**config.mk**
```make
export PLATFORM = sky130hd
export DESIGN_NAME = int_arbiter
export DESIGN_NICKNAME = d
export VERILOG_FILES = /design/src/rtl/int_arbiter.sv
export SDC_FILE = /design/constraint.sdc
export NUM_CORES = 1
export LEC_CHECK = 0
export CAP_MARGIN = 0
export CELL_PAD_IN_SITES_DETAIL_PLACEMENT = 1
export CELL_PAD_IN_SITES_GLOBAL_PLACEMENT = 2
export CORE_AREA = 2 2 89 91
export DETAILED_ROUTE_END_ITERATION = 7
export DIE_AREA = 0 0 91 93
export PLACE_DENSITY_LB_ADDON = 0.1
export SLEW_MARGIN = 20
export SYNTH_ARGS = -nofsm -noshare
export SYNTH_HDL_FRONTEND = slang
export SYNTH_SLANG_ARGS = --single-unit
```
**constraint.sdc**
```tcl
create_clock -name clk -period 2.1 [get_ports clk]
set_input_delay 0.315 -clock clk [delete_from_list [all_inputs] [get_ports clk]]
set_output_delay 0.315 -clock clk [all_outputs]
set_load 0.05 [all_outputs]
```
**src/rtl/int_arbiter.sv**
```systemverilog
`default_nettype none
// ============================================================================
// Module   : int_arbiter
// Brief    : Four-source round-robin interrupt arbiter with payload capture,
//            overflow flags and a service watchdog.
// Revision : 1.0
// ============================================================================
module int_arbiter #(
    parameter int WD_CYCLES = 255
) (
    input  logic        clk,
    input  logic        rst,
    input  logic [3:0]  req,
    input  logic [15:0] src_data,
    input  logic [3:0]  mask,
    input  logic        int_ack,
    input  logic        int_done,
    output logic        ipu_int,
    output logic [3:0]  grid_coord,
    output logic [1:0]  int_src,
    output logic        busy,
    output logic [3:0]  overflow,
    output logic        timeout
);
    typedef enum logic [1:0] {
        ST_IDLE    = 2'd0,
        ST_REQ     = 2'd1,
        ST_SERVICE = 2'd2
    } state_t;

    // The counter sits at WD_CYCLES-1 during the last permitted SERVICE cycle.
    localparam logic [15:0] c_wd_last = 16'(WD_CYCLES - 1);

    state_t      r_state;
    state_t      w_state_next;
    logic [3:0]  r_pend;
    logic [15:0] r_hold;
    logic [1:0]  r_rr;
    logic [15:0] r_wd;
    logic        r_ipu;
    logic [3:0]  r_coord;
    logic [1:0]  r_src;
    logic [3:0]  r_ovf;
    logic        r_timeout;

    logic [3:0]  w_eligible;
    logic [3:0]  w_clr;
    logic [1:0]  w_winner;
    logic [1:0]  w_idx;
    logic        w_found;
    logic        w_grant;
    logic        w_ack_edge;
    logic        w_wd_expire;

    always_comb begin
        w_eligible = r_pend & mask;
        w_winner   = r_rr;
        w_idx      = r_rr;
        w_found    = 1'b0;
        for (int k = 0; k < 4; k++) begin
            w_idx = r_rr + 2'(k);
            if (!w_found && w_eligible[w_idx]) begin
                w_winner = w_idx;
                w_found  = 1'b1;
            end
        end
        w_grant    = (r_state == ST_IDLE) && w_found;
        w_clr      = w_grant ? (4'b0001 << w_winner) : 4'b0000;
        w_ack_edge = (r_state == ST_REQ) && int_ack;
    end

    always_ff @(posedge clk) begin
        if (rst) begin
            r_state <= ST_IDLE;
        end else begin
            r_state <= w_state_next;
        end
    end

    always_comb begin
        w_state_next = r_state;
        w_wd_expire  = 1'b0;
        case (r_state)
            ST_IDLE: begin
                if (w_grant) begin
                    w_state_next = ST_REQ;
                end
            end
            ST_REQ: begin
                if (int_ack) begin
                    w_state_next = ST_SERVICE;
                end
            end
            ST_SERVICE: begin
                // A completion on the expiry cycle wins over the watchdog.
                if (int_done) begin
                    w_state_next = ST_IDLE;
                end else if (r_wd == c_wd_last) begin
                    w_state_next = ST_IDLE;
                    w_wd_expire  = 1'b1;
                end
            end
            default: w_state_next = ST_IDLE;
        endcase
    end

    always_ff @(posedge clk) begin
        if (rst) begin
            r_pend    <= 4'b0000;
            r_hold    <= 16'h0000;
            r_rr      <= 2'd0;
            r_wd      <= 16'd0;
            r_ipu     <= 1'b0;
            r_coord   <= 4'd0;
            r_src     <= 2'd0;
            r_ovf     <= 4'b0000;
            r_timeout <= 1'b0;
        end else begin
            // A new request on the grant edge re-arms the winner without overflow.
            r_pend <= req | (r_pend & ~w_clr);
            r_ovf  <= r_ovf | (req & r_pend & ~w_clr);
            for (int i = 0; i < 4; i++) begin
                if (req[i]) begin
                    r_hold[4*i +: 4] <= src_data[4*i +: 4];
                end
            end
            if (w_grant) begin
                r_coord <= r_hold[{w_winner, 2'b00} +: 4];
                r_src   <= w_winner;
                r_rr    <= w_winner + 2'd1;
                r_ipu   <= 1'b1;
            end else if (w_ack_edge) begin
                r_ipu   <= 1'b0;
            end
            if (w_ack_edge) begin
                r_wd <= 16'd0;
            end else if (r_state == ST_SERVICE) begin
                r_wd <= r_wd + 16'd1;
            end
            if (w_wd_expire) begin
                r_timeout <= 1'b1;
            end
        end
    end

    assign ipu_int    = r_ipu;
    assign grid_coord = r_coord;
    assign int_src    = r_src;
    assign busy       = (r_state != ST_IDLE);
    assign overflow   = r_ovf;
    assign timeout    = r_timeout;

endmodule
`default_nettype wire

```
==> results.tsv, run 1 <==
stage	metric	value	unit
yosys	yosys_warnings	0	
pwr	clockPowerShare	0.318	
global_routing	grt-ovfl-total	0	
drt	ant_nets	0	
drt	drc	0	
clock_network	cts_tree	built	
placed_design	hpwl	4330	µm
floorplanning	ios	41	
yosys	synth_cells	254	
pwr	p_sw_frac	0.279	
floorplanning	dieArea	0.00846	mm²
finish	nNetsFinal	331	
setup_path	arrival	1690	ps
setup_path	worst-path-stages	2	
finish	antennaDiodeCount	0	
setup_path	r2r_slack	320	ps
setup_path	r2r_end	overflow[1]	
finish	regArea	0.00104	mm²
timing	fmax	500	MHz
timing	min_period	2000	ps
yosys	syn_area_per_cell	9.17	µm²
setup_path	cp_cell_sequence	or2_4 -> clkdlybuf4s50_1	
clock_network	cts_inserted_buffers	5	
placed_design	gp_congestion	0.772	
finish	area_delta_synth_final	29.5	%
floorplanning	start_util	0.310	
global_routing	grt_antenna_before_repair	0	
timing	timing.hold.ws	452	ps
clock_network	insertion_delay	300	ps
global_routing	grt_util_all_layers	0.141	
global_routing	grt_pass1_vias	1900	
clock_network	post_cts_resize_count	0	
drt	dr.pass1.iters	4	
timing	slew_headroom	0.664	
drt	vias_per_cell	4.88	
yosys	netlist-cell-type-count	49	
hold_path	hold_depth	2	
setup_path	r2r-start	r_rr[1]	
timing	setup_viol	0	
setup_path	cpLargestDelayFamily	buffers and inverters	
timing	rsz0062_at_grt	false	
yosys	syn_area	0.00233	mm²
clock_network	cts_root_buf	clkbuf_8	
yosys	synth_common_cells	dfxtp_1 (52), nor2_1 (37), mux2i_1 (24)	
floorplanning	core	0.00753	mm²
setup_path	r2r_cells	6	
setup_path	worstSetupStartpointType	flip-flop	
yosys	synthArstFlopShare	0	
setup_path	critPathRequiredTime	1780	ps
pwr	netSwitchingPower	655	µW
setup_path	cpPeakStageDelay	790	ps
hold_path	hold_path.class	flip-flop to flip-flop	
clock_network	holdBufCountCts	0	
timing	fin_skew	9.87	ps
finish	fill_cells	932	
drt	wirelength	5700	µm
yosys	synthTopCellsByArea	dfxtp_1 (45%), mux2i_1 (10%), nor2_1 (6.0%), a21oi_1 (3.0%), xnor2_1 (2.6%)	
floorplanning	die_h	93	µm
placed_design	placed_cell_area	0.00289	mm²
finish	drive_gt1_frac	0.0993	
placed_design	io_buffers	40	
yosys	syn_nets	284	
yosys	synth_seq_area_share	0.447	
floorplanning	rows	32	
finish	fin_area	0.00302	mm²
clock_network	h-tree-depth	2	
setup_path	path_buf_inv	1	
yosys	synth-seq-cells	52	
floorplanning	fp.dieW	91	µm
yosys	yosysTopAreaCell	dfxtp_1	
clock_network	cts_setup_buffers	0	
global_routing	grt_max_degree	18	
timing	drv_slew	0	
yosys	synthFlopType	dfxtp_1	
yosys	synth_edf_count	0	
timing	worstMarginPinSlew	502	ps
pwr	pwr-share-comb	0.218	
outcome	run_status	completed	
pwr	p_per_area	779	mW/mm²
pwr	peakVddDrop	0.309	mV
drt	dr_total_vias	1970	
yosys	synth.most_common_cell	dfxtp_1	
flow_run	maxCapViolCount	0	
clock_network	cts_buffer_depth	2	
global_routing	grt_pass1_wl	9540	µm
drt	drt-wirelength-per-cell	14.1	µm
timing	final-hold-violation-count	0	
setup_path	cp-endpoint	busy	
finish	multi_input_area	0.00117	mm²
clock_network	clkTransAtPathRegs	100	ps
timing	min_period_over_period	0.953	
pwr	seq_power_share	0.464	
setup_path	cp-end-kind	primary output	
setup_path	critPathMaxFanout	6	
setup_path	crit_type	flip-flop to primary output	
setup_path	startpoint	r_state[0]	
drt	first_iter_violations	33	
yosys	netlist.area_leader.share	0.447	
clock_network	clock-sinks	52	
pwr	power_leakage	0.00116	µW
setup_path	critPathSlowestCell	clkdlybuf4s50_1	
pwr	internal_power	1690	µW
-- logic make-up after synthesis --
family | Yosys count | synth area share
AND/OR/NAND/NOR | 89 | 0.194
flip-flops | 52 | 0.447
AO/OA/AOI/OAI | 48 | 0.150
buffers and inverters | 27 | 0.0505
multiplexers | 24 | 0.103
XOR/XNOR | 12 | 0.0451
adder cells (fa/ha/maj) | 2 | 0.0107
-- power by group through the flow --
stage                     combinational (µW)  clock [µW]  sequential, µW
after floorplan                          263           0            1170
after global placement                   518           0            1110
after detailed placement                 518           0            1110
after CTS                                521         780            1090
after global routing                     563         806            1100
final                                    513         747            1090
-- worst reg2reg max path, delay by kind of cell, from the launching register on --
family,cells,cell delay (ps)
AOI/OAI and AO/OA,4,830
buffers and inverters,1,190
DFF,1,440
and+or+nand+nor,1,210
-- per-stage QoR --
stage / setup TNS, ps / setup slack [ps] / total power (µW) / util / std cells
after global placement: -78.9 / -71.9 / 1630 / 0.384 / 396
after detailed placement: -117 / -43.1 / 1630 / 0.384 / 396
after CTS: 0 / 79.2 / 2390 / 0.401 / 404
final: 0 / 98.2 / 2350 / 0.401 / 404
after global routing: 0 / 16.6 / 2470 / 0.401 / 404
after floorplan: 0 / 484 / 1430 / - / 254
-- registers in the layout, indices dropped and copies added (netlist names), 2 cells and up --
| name | flops |
|---|---|
| grid_coord | 4 |
| int_src | 2 |
| r_hold | 16 |
| overflow | 4 |
| r_rr | 2 |
| r_pend | 4 |
| r_state | 2 |
| r_wd | 16 |
-- final cells by class --
| type | count | area share |
|---|---|---|
| clock buffers | 7 | 0.0319 |
| inverters | 14 | 0.0174 |
| repair buffers | 53 | 0.165 |
| flip-flops and latches | 52 | 0.345 |
| well taps | 102 | 0.0423 |
| clock inverters | 1 | 0.00995 |
| multi-input cells | 175 | 0.388 |
-- cell usage in the layout (no fill, tap or decap), types with 2 or more instances in the layout --
master           instances
dfxtp_1                 52
clkdlybuf4s50_1         40
nor2_1                  37
mux2i_1                 24
inv_1                   14
nand2_1                 14
a21oi_1                 14
buf_4                   13
xnor2_1                  7
clkbuf_8                 7
nand3_1                  5
nand3b_1                 5
xor2_1                   5
o21ai_0                  4
o311ai_0                 4
o31ai_1                  4
nor3_1                   4
or3_1                    4
o221ai_1                 4
nor2b_1                  3
and2_1                   2
and3b_1                  2
o21a_1                   2
nand4_1                  2
or3_4                    2
a211oi_1                 2
and3_1                   2
ha_1                     2
-- layer usage --
metal	track usage	share of wire	vias to the layer above
met2	0.210	0.43	37
met5	0	0	-
met4	0.0556	0.020	0
li1	-	-	991
met1	0.198	0.52	935
met3	0.0290	0.032	7
-- worst min path at each step --
stage           startpoint  slack (ps)          end
2_1_floorplan   r_hold[12]         460   r_hold[12]
4_1_cts        overflow[3]         460  overflow[3]
6_report       overflow[3]         450  overflow[3]
3_3_place_gp       ipu_int         440      ipu_int
3_5_place_dp       ipu_int         440      ipu_int
5_1_grt        overflow[0]         470  overflow[0]
No activity file was read; power rests on OpenSTA's default activity.
==> run 2: changes to the inputs <==
clock period = 2 ns   (was 2.1 ns; I/O delays follow)
==> results.tsv, run 2 (same netlist as run 1, synthesis figures left out) <==
stage	metric	value	unit
outcome	run_status	completed	
drt	ant_nets	0	
drt	dr.pass1.iters	5	
finish	postLayoutCoreUtil	0.401	
placed_design	io_buffers	40	
clock_network	cts_buffer_depth	2	
clock_network	cts_root_buf	clkbuf_8	
floorplanning	fp.dieW	91	µm
drt	drc	0	
clock_network	cts_tree	built	
timing	slew_headroom	0.666	
timing	setup_ws	175	ps
finish	antennaDiodeCount	0	
finish	top_regs	r_hold (16), r_wd (16)	
finish	drive_gt1_frac	0.106	
global_routing	grt_pass1_vias	1967	
clock_network	cts_setup_buffers	0	
finish	regArea	0.00104	mm²
clock_network	cts_inserted_buffers	5	
setup_path	critPathRequiredTime	2230	ps
clock_network	holdBufCountCts	0	
timing	fmax	548	MHz
finish	area_delta_synth_final	29.7	%
pwr	peakVddDrop	0.303	mV
global_routing	grt_antenna_before_repair	0	
drt	vias_per_cell	4.78	
clock_network	clock-sinks	52	
placed_design	hpwl	4410	µm
setup_path	worstSetupStartpointType	input pin	
hold_path	hold_path.class	flip-flop to flip-flop	
finish	final_common_cell	dfxtp_1	
timing	drv_slew	0	
finish	fill_cells	921	
global_routing	grt_max_degree	18	
floorplanning	rows	32	
floorplanning	ios	41	
pwr	internal_power	1780	µW
clock_network	insertion_delay	310	ps
floorplanning	start_util	0.310	
drt	first_iter_violations	56	
drt	dr_total_vias	1937	
clock_network	clkTransAtPathRegs	90	ps
global_routing	grt_util_all_layers	0.142	
timing	min_period	1820	ps
pwr	clockPowerShare	0.320	
pwr	power_leakage	0.00117	µW
placed_design	dp_worst_setup_slack	-155	ps
timing	timing.hold.ws	453	ps
global_routing	grt-ovfl-total	0	
setup_path	critPathMaxFanout	12	
timing	final-hold-violation-count	0	
pwr	seq_power_share	0.461	
floorplanning	core	0.00753	mm²
timing	worstMarginPinSlew	500	ps
setup_path	arrival	2050	ps
floorplanning	dieArea	0.00846	mm²
timing	min_period_over_period	0.912	
pwr	netSwitchingPower	701	µW
drt	wirelength	5800	µm
timing	setup_viol	0	
drt	drt-wirelength-per-cell	14.3	µm
pwr	pwr-share-comb	0.218	
finish	multi_input_area	0.00117	mm²
global_routing	grt_pass1_wl	9480	µm
setup_path	crit_type	input pin to flip-flop	
timing	rsz0062_at_grt	false	
pwr	p_sw_frac	0.283	
finish	layout_common_cells	dfxtp_1 (52), clkdlybuf4s50_1 (39), nor2_1 (37)	
placed_design	gp_congestion	0.717	
setup_path	cp-end-kind	flip-flop	
clock_network	h-tree-depth	2	
flow_run	maxCapViolCount	0	
clock_network	post_cts_resize_count	0	
pwr	p_per_area	821	mW/mm²
finish	nNetsFinal	332	
timing	fin_skew	8.75	ps
floorplanning	die_h	93	µm
-- run 2: per-layer routing --
metal / part of all wire / global-route usage / vias to the layer above
met1: 0.51 / 0.188 / 911
met4: 0.015 / 0.0543 / 0
met2: 0.44 / 0.223 / 35
li1: - / - / 984
met3: 0.038 / 0.0355 / 7
met5: 0 / 0 / -
-- run 2: worst paths after layout --
path              slack [ps]       endpoint     from  cells past startpoint
setup / recovery         180  grid_coord[0]  mask[2]                      6
hold / removal           450        ipu_int  ipu_int                      2
setup reg to reg         220    overflow[1]  r_rr[0]                      6
hold reg to reg          450        ipu_int  ipu_int                      2
-- run 2: metrics by stage --
step	cells	power (µW)	setup TNS (ps)	area, µm²
5_1_grt	405	2600	0	3020
4_1_cts	405	2530	0	3020
3_3_place_gp	397	1710	-700	2900
2_1_floorplan	254	1500	0	2330
6_report	405	2480	0	3020
3_5_place_dp	397	1720	-935	2900
-- run 2: area by class of cell --
class	count	share of cell area
clock inverters	1	0.00994
clock buffers	7	0.0319
repair buffers	54	0.166
multi-input cells	175	0.388
well taps	102	0.0422
inverters	14	0.0174
flip-flops and latches	52	0.345
-- run 2: worst max-delay path: stages --
cell and delay (ps):
clkdlybuf4s50_1 520, a22o_1 190, nor2_1 60, or2_1 360, or3_4 410, o221ai_1 190
-- run 2: power groups by stage --
| stage | Combinational, µW | Sequential (µW) | Clock, µW |
|---|---|---|---|
| 2_1_floorplan | 276 | 1230 | 0 |
| 3_3_place_gp | 545 | 1170 | 0 |
| 3_5_place_dp | 548 | 1170 | 0 |
| 4_1_cts | 551 | 1150 | 836 |
| 5_1_grt | 590 | 1150 | 858 |
| 6_report | 542 | 1140 | 795 |
